**config.mk**
```make
export PLATFORM = sky130hd
export DESIGN_NAME = sync_w2r_level
export DESIGN_NICKNAME = d
export VERILOG_FILES = /design/src/rtl/sync_w2r_level.sv
export SDC_FILE = /design/constraint.sdc
export NUM_CORES = 1
export LEC_CHECK = 0
export BUFFER_PORTS_ARGS = -buffer_cell sky130_fd_sc_hd__buf_2
export CORE_MARGIN = 2
export CORE_UTILIZATION = 25
export DETAILED_ROUTE_END_ITERATION = 10
export PLACE_DENSITY = 0.58
export SYNTH_ARGS = -nofsm -noshare
export SYNTH_HDL_FRONTEND = slang
export SYNTH_SLANG_ARGS = --single-unit
```
**constraint.sdc**
```tcl
create_clock -name rclk -period 2.4 [get_ports rclk]
set_input_delay 0.12 -clock rclk [delete_from_list [all_inputs] [get_ports rclk]]
set_output_delay 0.12 -clock rclk [all_outputs]
set_load 0.02 [all_outputs]
```
**src/rtl/sync_w2r_level.sv**
```systemverilog
// ============================================================================
// Module   : sync_w2r_level
// Brief    : Write-to-read pointer synchroniser with read-domain fill level,
//            empty/almost-empty flags and a sticky level-overflow error.
//            Define SYNC_W2R_LVLREG_EN to register rlevel/ralmost_empty.
// Revision : 1.0 - initial release
// ============================================================================
`default_nettype none

module sync_w2r_level #(
    parameter int ASIZE     = 4,
    parameter int STAGES    = 2,
    parameter int AE_THRESH = 2
) (
    input  logic             rclk,
    input  logic             rrstn_n,
    input  logic [ASIZE:0]   wptr,
    input  logic [ASIZE:0]   rptr_bin,
    input  logic             clr_err,
    output logic [ASIZE:0]   rs_wptr,
    output logic [ASIZE:0]   rs_wbin,
    output logic [ASIZE:0]   rlevel,
    output logic             rempty,
    output logic             ralmost_empty,
    output logic             lvl_err
);

    localparam logic [ASIZE:0] c_FULL = {1'b1, {ASIZE{1'b0}}};
    localparam logic [ASIZE:0] c_AE   = (ASIZE+1)'(AE_THRESH);

    logic [ASIZE:0] sync_d [STAGES];
    logic [ASIZE:0] sync_q [STAGES];
    logic           lvl_err_d;
    logic           lvl_err_q;

    logic [ASIZE:0] w_rptr_gray;
    logic [ASIZE:0] w_raw_level;
    logic           w_overflow;
    logic           w_ae;

    // Pure flop-to-flop chain: nothing may sit between wptr and the first stage.
    always_comb begin
        sync_d[0] = wptr;
        for (int i = 1; i < STAGES; i++) begin
            sync_d[i] = sync_q[i-1];
        end
    end

    always_ff @(posedge rclk or negedge rrstn_n) begin
        if (!rrstn_n) begin
            for (int i = 0; i < STAGES; i++) begin
                sync_q[i] <= '0;
            end
        end else begin
            for (int i = 0; i < STAGES; i++) begin
                sync_q[i] <= sync_d[i];
            end
        end
    end

    assign rs_wptr = sync_q[STAGES-1];

    always_comb begin
        rs_wbin = '0;
        for (int i = 0; i <= ASIZE; i++) begin
            rs_wbin[i] = ^(rs_wptr >> i);
        end
    end

    assign w_rptr_gray = rptr_bin ^ (rptr_bin >> 1);
    assign w_raw_level = rs_wbin - rptr_bin;
    assign w_overflow  = (w_raw_level > c_FULL);
    assign w_ae        = (w_raw_level <= c_AE);

    // Empty compares Gray codes directly so it never lags the read pointer.
    assign rempty = (rs_wptr == w_rptr_gray);

    // A fresh overflow beats a simultaneous clear.
    always_comb begin
        lvl_err_d = lvl_err_q;
        if (w_overflow) begin
            lvl_err_d = 1'b1;
        end else if (clr_err) begin
            lvl_err_d = 1'b0;
        end
    end

    always_ff @(posedge rclk or negedge rrstn_n) begin
        if (!rrstn_n) begin
            lvl_err_q <= 1'b0;
        end else begin
            lvl_err_q <= lvl_err_d;
        end
    end

    assign lvl_err = lvl_err_q;

`ifdef SYNC_W2R_LVLREG_EN
    logic [ASIZE:0] rlevel_d;
    logic [ASIZE:0] rlevel_q;
    logic           ralmost_empty_d;
    logic           ralmost_empty_q;

    always_comb begin
        rlevel_d        = w_raw_level;
        ralmost_empty_d = w_ae;
    end

    always_ff @(posedge rclk or negedge rrstn_n) begin
        if (!rrstn_n) begin
            rlevel_q        <= '0;
            ralmost_empty_q <= 1'b1;
        end else begin
            rlevel_q        <= rlevel_d;
            ralmost_empty_q <= ralmost_empty_d;
        end
    end

    assign rlevel        = rlevel_q;
    assign ralmost_empty = ralmost_empty_q;
`else
    assign rlevel        = w_raw_level;
    assign ralmost_empty = w_ae;
`endif

endmodule

`default_nettype wire

```
==> results_dict.tcl, run 1 <==
set metrics [dict create \
    design_area_sq_um 1220 \
    antenna_found_initial 0 \
    grt_pass1_wl_mm 2.36 \
    tns_ns -1.67 \
    multi_input_area_sq_um 458 \
    max_freq_mhz 349 \
    seq_area_frac_synth 0.439 \
    maxSlewHeadroom 0.761 \
    hold_path_class "primary input to flip-flop" \
    worstMarginPinSlew_ns 0.357 \
    use_met1 0.104 \
    cell_internal_pwr_uw 568 \
    die_h_um 54.1 \
    grt.total_usage 0.118 \
    drive_gt1_frac 0.611 \
    viasPerCell 4.24 \
    clkTransAtPathRegs_ns 0.07 \
    syn_inst 56 \
    core_sq_um 2430 \
    die_x_um 54.1 \
    placed_area_sq_um 1000 \
    final_antenna_net_count 0 \
    timing.final.crit_share 1.19 \
    fin_crit_ns 2.86 \
    seq_area_sq_um 278 \
    instances_no_fill 143 \
    synth-edff-count 0 \
    synth-seq-cells 11 \
    diodes 0 \
    vias 607 \
    synth-async-reset-ratio 1.00 \
    finalMaxSlewViolations 0 \
    num_rows 18 \
    cts_max_level 1 \
    drt-total-wl_mm 1.56 \
    required_ns 2.28 \
    met3_usage 0.0500 \
    pwr-share-seq 0.231 \
    syn_to_final_growth_pct 94.0 \
    setup_slack_ns -0.463 \
    critPathKind "flip-flop to primary output" \
    powerDensity_nw_per_um2 754 \
    crit_path_end_kind "primary output" \
    nets 132 \
    grt_max_degree 12 \
    grtUsageMet2 0.234 \
    syn_area_sq_um 627 \
    finish.utilization 0.500 \
    gp_congestion 0.681 \
    violations "setup timing" \
    dp_slack_ns -0.265 \
    start_util 0.258 \
    hpwl_mm 1.29 \
    avgSynthCellArea_sq_um 11.2 \
    cts_buffers 3 \
    ctsRootBufferMaster "clkbuf_4" \
    ios 31 \
    rsz0062_at_grt "true" \
    drc 0 \
    die-area_sq_um 2920 \
    grt_overflow_total 0 \
    status "finished with violations" \
    p_switching_uw 349 \
    p_leak_nw 0.565 \
    switching_share 0.381 \
    vdd_drop_max_mv 0.488 \
    cts.sinks 11 \
    syn_nets 74 \
    wl_per_cell_um 10.9 \
    post_synth_num_cell_types 22 \
    cp_max_fo 2 \
    cts_tree "built" \
    start_kind "flip-flop" \
    dr.pass1.iters 4 \
    finalHoldViolations 0 \
    fillers 228 \
    clockPowerShare 0.136 \
    synthFlopType "dfrtp_1" \
    grt_pass1_vias 598 \
    finalSetupViolCount 6 \
    drv_cap 0 \
    numPortBuffers 30 \
    yosys_warnings 0 \
    clk_latency_ns 0.27 \
    skew_ns 0.00324 \
    combPwrFrac 0.633 \
    first_iter_violations 7 \
    cts_buffer_depth 2 \
    dp.cells 127 \
    busiest_layer "met2" \
    cp.arrival_ns 2.74 \
]
==> cell usage after synthesis (2+ instances only) <==
cell type	count	area, sq um
xor2_2	2	32.5
or3_1	3	18.8
o21ai_0	2	10.0
nand2b_1	2	12.5
nand3_1	2	10.0
ha_1	4	50.1
xor2_1	6	52.6
a21oi_1	3	15.0
xnor2_1	3	26.3
inv_1	6	22.5
nor2_1	2	7.51
dfrtp_1	11	275
==> critical path: stages, from the launching register on <==
cell and delay, ns:
dfrtp_2 0.44, xor2_4 0.21, xor2_4 0.16, xnor2_2 0.15, xor2_1 0.16, ha_2 0.20
fa_2 0.34, nand2b_4 0.15, a21oi_4 0.18, xnor2_4 0.10, a2111oi_4 0.19, buf_4 0.19
==> power by group through the flow <==
stage                     clock (mW)  combinational (mW)  sequential [mW]
after detailed placement           0               0.439            0.217
final                          0.124               0.580            0.212
after global placement             0               0.429            0.215
after global routing           0.141               0.627            0.215
after CTS                      0.132               0.518            0.213
after floorplan                    0               0.267            0.232
==> layout make-up <==
class | instances | area share
Timing Repair Buffer | 54 | 0.319
Clock inverter | 1 | 0.00412
Inverter | 6 | 0.0226
Tap cell | 30 | 0.0309
Sequential cell | 11 | 0.228
Multi-Input combinational cell | 38 | 0.377
Clock buffer | 3 | 0.0185
==> kinds of logic after synthesis <==
family | synth area share
compound gates | 0.0918
xor+xnor | 0.204
fa+ha+maj | 0.112
buf+inv | 0.0479
flops | 0.439
simple gates | 0.106
==> cell usage in the layout, fill, tap and decap left out, drive strengths merged <==
cell type,Yosys,routed
ha,4,4
clkinv,0,1
nand2b,2,2
a211oi,1,1
nand2,1,1
xor2,8,8
nand3b,1,1
nor2b,1,1
o21ai,2,2
buf,1,48
dlygate4sd3,0,6
a31oi,1,1
o32a,1,1
a2111oi,1,1
nand3,2,2
a21oi,3,3
clkbuf,0,3
nor2,2,2
xnor2,4,4
fa,1,1
dfrtp,11,11
or3,3,3
inv,6,6
==> per-stage QoR <==
stage / power, mW / hold WS (ns)
after floorplan: 0.499 / -0.176
after global placement: 0.644 / 0.00356
after detailed placement: 0.656 / -0.000907
after CTS: 0.864 / 0.178
after global routing: 0.983 / 0.190
final: 0.917 / 0.183
==> registers in the layout, indices dropped and copies added (netlist names) <==
| name | cells |
|---|---|
| sync_d | 5 |
| lvl_err | 1 |
| rs_wptr | 5 |
==> final timing paths <==
path / slack, ns / startpoint / end / depth (start not counted)
setup / recovery: -0.46 / rs_wptr[4]$_DFF_PN0_ / ralmost_empty / 11
hold / removal: 0.18 / clr_err / lvl_err$_DFFE_PN0P_ / 3
setup reg to reg: -0.21 / rs_wptr[4]$_DFF_PN0_ / lvl_err$_DFFE_PN0P_ / 12
hold reg to reg: 0.35 / sync_d[4]$_DFF_PN0_ / rs_wptr[4]$_DFF_PN0_ / 0
max in group asynchronous: 1.95 / rrstn_n / rs_wptr[4]$_DFF_PN0_ / 2
min in group asynchronous: 0.23 / rrstn_n / rs_wptr[1]$_DFF_PN0_ / 2
==> timing repair <==
item,CTS,global route
resized for setup,13,7
setup buffers,0,6
endpoints found under the setup margin,6,6
hold endpoints to repair,16,0
pin swaps,4,6
hold buffers,6,0
==> metal layers <==
layer  vias up  part of all wire
met1       284              0.32
met2        23              0.61
li1        300                 -
met3         0             0.066
met5         -                 0
met4         0                 0
Note: power is estimated with default switching activity, not from simulation.
==> run 2, diff against run 1 <==
- CELL_PAD_IN_SITES_DETAIL_PLACEMENT: unset -> 1
- CELL_PAD_IN_SITES_GLOBAL_PLACEMENT: unset -> 1
- CTS_BUF_LIST: unset -> sky130_fd_sc_hd__clkbuf_4 sky130_fd_sc_hd__clkbuf_8 sky130_fd_sc_hd__clkbuf_16
- PLACE_DENSITY: 0.58 -> 0.71
==> results_dict.tcl, run 2 (synthesis gave the netlist of run 1 again) <==
set metrics [dict create \
    rsz0062_at_grt "true" \
    grt_overflow_total 0 \
    diodes 0 \
    antenna_found_initial 0 \
    worstMarginPinSlew_ns 0.393 \
    cp_num_buf_inv 3 \
    min_to "lvl_err$_DFFE_PN0P_" \
    vias 616 \
    hpwl_mm 1.42 \
    cts_buffers 3 \
    die-area_sq_um 2920 \
    finish.utilization 0.477 \
    cts_buffer_depth 2 \
    powerDensity_nw_per_um2 765 \
    cp.arrival_ns 2.79 \
    timing.rr.end "lvl_err$_DFFE_PN0P_" \
    slowest_delay_ns 0.55 \
    max_freq_mhz 344 \
    final_common_cell "buf_2" \
    violations "setup timing" \
    path_common_cell "xor2_4" \
    die_h_um 54.1 \
    dp.cells 127 \
    clk_latency_ns 0.27 \
    core_sq_um 2430 \
    critPathKind "flip-flop to primary output" \
    status "finished with violations" \
    instances_no_fill 138 \
    finalSetupViolCount 6 \
    clkTransAtPathRegs_ns 0.07 \
    cp_slowest_cell "fa_2" \
    drt-total-wl_mm 1.74 \
    cp_max_fo 2 \
    drive_gt1_frac 0.565 \
    timing.final.crit_share 1.21 \
    grt.total_usage 0.136 \
    fillers 283 \
    rr_startpoint "rs_wptr[4]$_DFF_PN0_" \
    cp_num_cells 10 \
    ios 31 \
    skew_ns 0.00814 \
    dr.pass1.iters 4 \
    min-delay-start "clr_err" \
    die_x_um 54.1 \
    p_leak_nw 0.541 \
    gp_congestion 0.728 \
    drv_cap 0 \
    finalHoldViolations 0 \
    syn_to_final_growth_pct 85.0 \
    grt_pass1_vias 636 \
    layout_common_cells "25 x buf_2, 11 x buf_4, 9 x dfrtp_1" \
    finalMaxSlewViolations 0 \
    first_iter_violations 7 \
    hold_depth 3 \
    hold_slack_ns 0.198 \
    start_kind "flip-flop" \
    final_antenna_net_count 0 \
    setup_slack_ns -0.505 \
    reg2reg_depth 9 \
    maxSlewHeadroom 0.737 \
    grt_max_degree 12 \
    path_cells "xor2_4, xor2_4, xnor2_2, xor2_1, ha_2, fa_2, inv_4, buf_6, a2111oi_4, buf_4" \
    wl_per_cell_um 12.6 \
    hold_path_class "primary input to flip-flop" \
    reg2reg_slack_ns -0.24 \
    tns_ns -1.76 \
    nets 127 \
    numPortBuffers 30 \
    crit_path_end_kind "primary output" \
    cts.sinks 11 \
    crit_family "adder cells" \
    required_ns 2.28 \
    drc 0 \
    vdd_drop_max_mv 0.424 \
    ctsRootBufferMaster "clkbuf_4" \
    cts_tree "built" \
    fin_crit_ns 2.91 \
    num_rows 18 \
    cts_max_level 1 \
    grt_pass1_wl_mm 2.69 \
    viasPerCell 4.46 \
    start_util 0.258 \
]
[run 2: metrics by stage]
stage                     instance area (sq um)  power [mW]  setup WS [ns]
after floorplan                             731       0.499         -0.585
after global placement                     1000       0.644         -0.196
after detailed placement                   1000       0.661         -0.300
after CTS                                  1140       0.875         -0.561
after global routing                       1160       0.955         -0.670
final                                      1160       0.887         -0.505
[run 2: worst max-delay path by stage]
| stage | from | end | slack [ns] |
|---|---|---|---|
| final | rs_wptr[4]$_DFF_PN0_ | ralmost_empty | -0.51 |
| after global routing | rs_wptr[4]$_DFF_PN0_ | ralmost_empty | -0.67 |
| after CTS | rs_wptr[4]$_DFF_PN0_ | ralmost_empty | -0.56 |
| after detailed placement | rs_wptr[3]$_DFF_PN0_ | ralmost_empty | -0.30 |
| after global placement | rs_wptr[3]$_DFF_PN0_ | lvl_err$_DFFE_PN0P_ | -0.20 |
| after floorplan | rs_wptr[3]$_DFF_PN0_ | lvl_err$_DFFE_PN0P_ | -0.58 |
[run 2: timing repair]
action / CTS / global route
buffers inserted: 0 / 2
gates resized for setup: 12 / 3
endpoints found under the setup margin: 6 / 6
hold buffers: 6 / 0
pin swaps: 5 / 2
endpoints found under the hold margin: 16 / 0
[run 2: report_power, final]
group | leakage (nW) | internal, mW | total, mW | switching [mW]
clock network | 0.0184 | 0.0755 | 0.136 | 0.0608
registers | 0.125 | 0.201 | 0.213 | 0.0112
logic | 0.397 | 0.269 | 0.538 | 0.270
total | 0.541 | 0.545 | 0.887 | 0.341
[run 2: worst register-to-register path, stage by stage (launching register included)]
cell     delay [ns]
dfrtp_2        0.44
xor2_4         0.24
xor2_4         0.20
xnor2_2        0.10
xor2_1         0.15
ha_2           0.19
fa_2           0.55
inv_4          0.04
or3_1          0.32
o32a_1         0.29
[run 2: cell type report]
type                    count  area (sq um)  share of cell area
clock buffers               4          30.0              0.0259
inverters                   6          25.0              0.0216
multi-input cells          38           443               0.382
flip-flops and latches     11           278               0.239
well taps                  30          37.5              0.0324
repair buffers             49           347               0.299
[run 2: routing by layer]
metal	vias up	track usage	routed length, um
met2	21	0.283	1100
met4	0	0.0375	8
met5	-	0	0
li1	290	-	-
met1	303	0.120	546
met3	2	0.0472	81
==> run 3, diff against run 2 <==
- BUFFER_PORTS_ARGS: -buffer_cell sky130_fd_sc_hd__buf_2 -> -buffer_cell sky130_fd_sc_hd__buf_4
==> results_dict.tcl, run 3 (synthesis gave the netlist of run 1 again) <==
set metrics [dict create \
    status "finished with violations" \
    violations "setup timing" \
    diodes 0 \
    wl_per_cell_um 12.3 \
    cts_tree "built" \
    grt.total_usage 0.137 \
    die_x_um 54.1 \
    critPathKind "flip-flop to primary output" \
    skew_ns 0.0100 \
    cp.arrival_ns 2.75 \
    gp_congestion 0.713 \
    cts.sinks 11 \
    final_antenna_net_count 0 \
    grt_pass1_wl_mm 2.68 \
    ios 31 \
    grt_overflow_total 0 \
    powerDensity_nw_per_um2 765 \
    dp.cells 129 \
    drv_cap 0 \
    crit_path_end_kind "primary output" \
    syn_to_final_growth_pct 103 \
    clkTransAtPathRegs_ns 0.08 \
    rsz0062_at_grt "true" \
    cts_max_level 1 \
    hpwl_mm 1.40 \
    numPortBuffers 30 \
    timing.final.crit_share 1.19 \
    antenna_found_initial 0 \
    hold_path_class "primary input to flip-flop" \
    placed_area_sq_um 1090 \
    die-area_sq_um 2920 \
    layout_common_cells "40 x buf_4, 9 x dfrtp_1, 9 x buf_6" \
    vias 635 \
    finalMaxSlewViolations 0 \
    design_area_sq_um 1270 \
    core_sq_um 2430 \
    start_kind "flip-flop" \
    cts_buffers 3 \
    final_common_cell "buf_4" \
    cts_buffer_depth 2 \
    required_ns 2.28 \
    drt-total-wl_mm 1.77 \
    dr.pass1.iters 2 \
    finalSetupViolCount 6 \
    drc 0 \
    worstMarginPinSlew_ns 0.406 \
    start_util 0.258 \
    finish.utilization 0.523 \
    nets 133 \
    viasPerCell 4.41 \
    first_iter_violations 4 \
    vdd_drop_max_mv 0.415 \
    fin_crit_ns 2.87 \
    grt_pass1_vias 642 \
    clk_latency_ns 0.28 \
    finalPower_uw 973 \
    num_rows 18 \
    finalHoldViolations 0 \
    grt_max_degree 12 \
    setup_slack_ns -0.466 \
    die_h_um 54.1 \
    instances_no_fill 144 \
    max_freq_mhz 349 \
    cp_max_fo 2 \
    ctsRootBufferMaster "clkbuf_4" \
    p_leak_nw 0.593 \
    maxSlewHeadroom 0.728 \
    drive_gt1_frac 0.588 \
    dp_slack_ns -0.268 \
]
## run 3: cell type report
cell class                      count  area (sq um)
Inverter                            6          25.0
Multi-Input combinational cell     38           443
Sequential cell                    11           278
Clock buffer                        3          22.5
Timing Repair Buffer               55           462
Tap cell                           30          37.5
Clock inverter                      1          5.00
Fill cell                         271          1160
## run 3: through the flow
step	setup TNS [ns]	hold slack, ns
2_1_floorplan	-1.68	-0.176
5_1_grt	-2.46	0.177
4_1_cts	-2.19	0.176
6_report	-1.91	0.177
3_3_place_gp	-0.466	-0.0391
3_5_place_dp	-0.713	-0.0359
## run 3: per-layer routing
| layer | wire length (um) | up-vias | part of all wire | track usage |
|---|---|---|---|---|
| met1 | 536 | 314 | 0.30 | 0.114 |
| met3 | 107 | 2 | 0.061 | 0.0417 |
| li1 | - | 299 | - | - |
| met5 | 0 | - | 0 | 0 |
| met4 | 14 | 0 | 0.0079 | 0.0500 |
| met2 | 1110 | 20 | 0.63 | 0.289 |
## run 3: final timing paths
kind / to / slack [ns] / cells after the start / from
max: ralmost_empty / -0.47 / 10 / rs_wptr[3]$_DFF_PN0_
min: lvl_err$_DFFE_PN0P_ / 0.18 / 3 / clr_err
max reg2reg: lvl_err$_DFFE_PN0P_ / -0.24 / 9 / rs_wptr[3]$_DFF_PN0_
min reg2reg: rs_wptr[1]$_DFF_PN0_ / 0.34 / 0 / sync_d[1]$_DFF_PN0_
max in group asynchronous: rs_wptr[4]$_DFF_PN0_ / 2.03 / 2 / rrstn_n
min in group asynchronous: sync_d[0]$_DFF_PN0_ / 0.20 / 2 / rrstn_n
## run 3: what timing repair did
action,in CTS,in global routing
resized for setup,10,4
hold endpoints to repair,16,0
setup buffers,6,2
hold buffers,6,0
endpoints found under the setup margin,6,6
pin swaps,5,1
## run 3: critical path: stages, from the launching register on
cell	delay (ns)
dfrtp_2	0.44
xor2_4	0.21
xor2_4	0.17
xnor2_2	0.16
xor2_1	0.15
ha_2	0.19
fa_2	0.55
inv_4	0.04
buf_6	0.11
a2111oi_4	0.27
buf_4	0.19
## run 3: power by group
part / internal, mW / switching (mW) / leakage, nW
combinational: 0.343 / 0.285 / 0.450
sequential: 0.201 / 0.0125 / 0.125
clock: 0.0618 / 0.0700 / 0.0177
total: 0.606 / 0.367 / 0.593
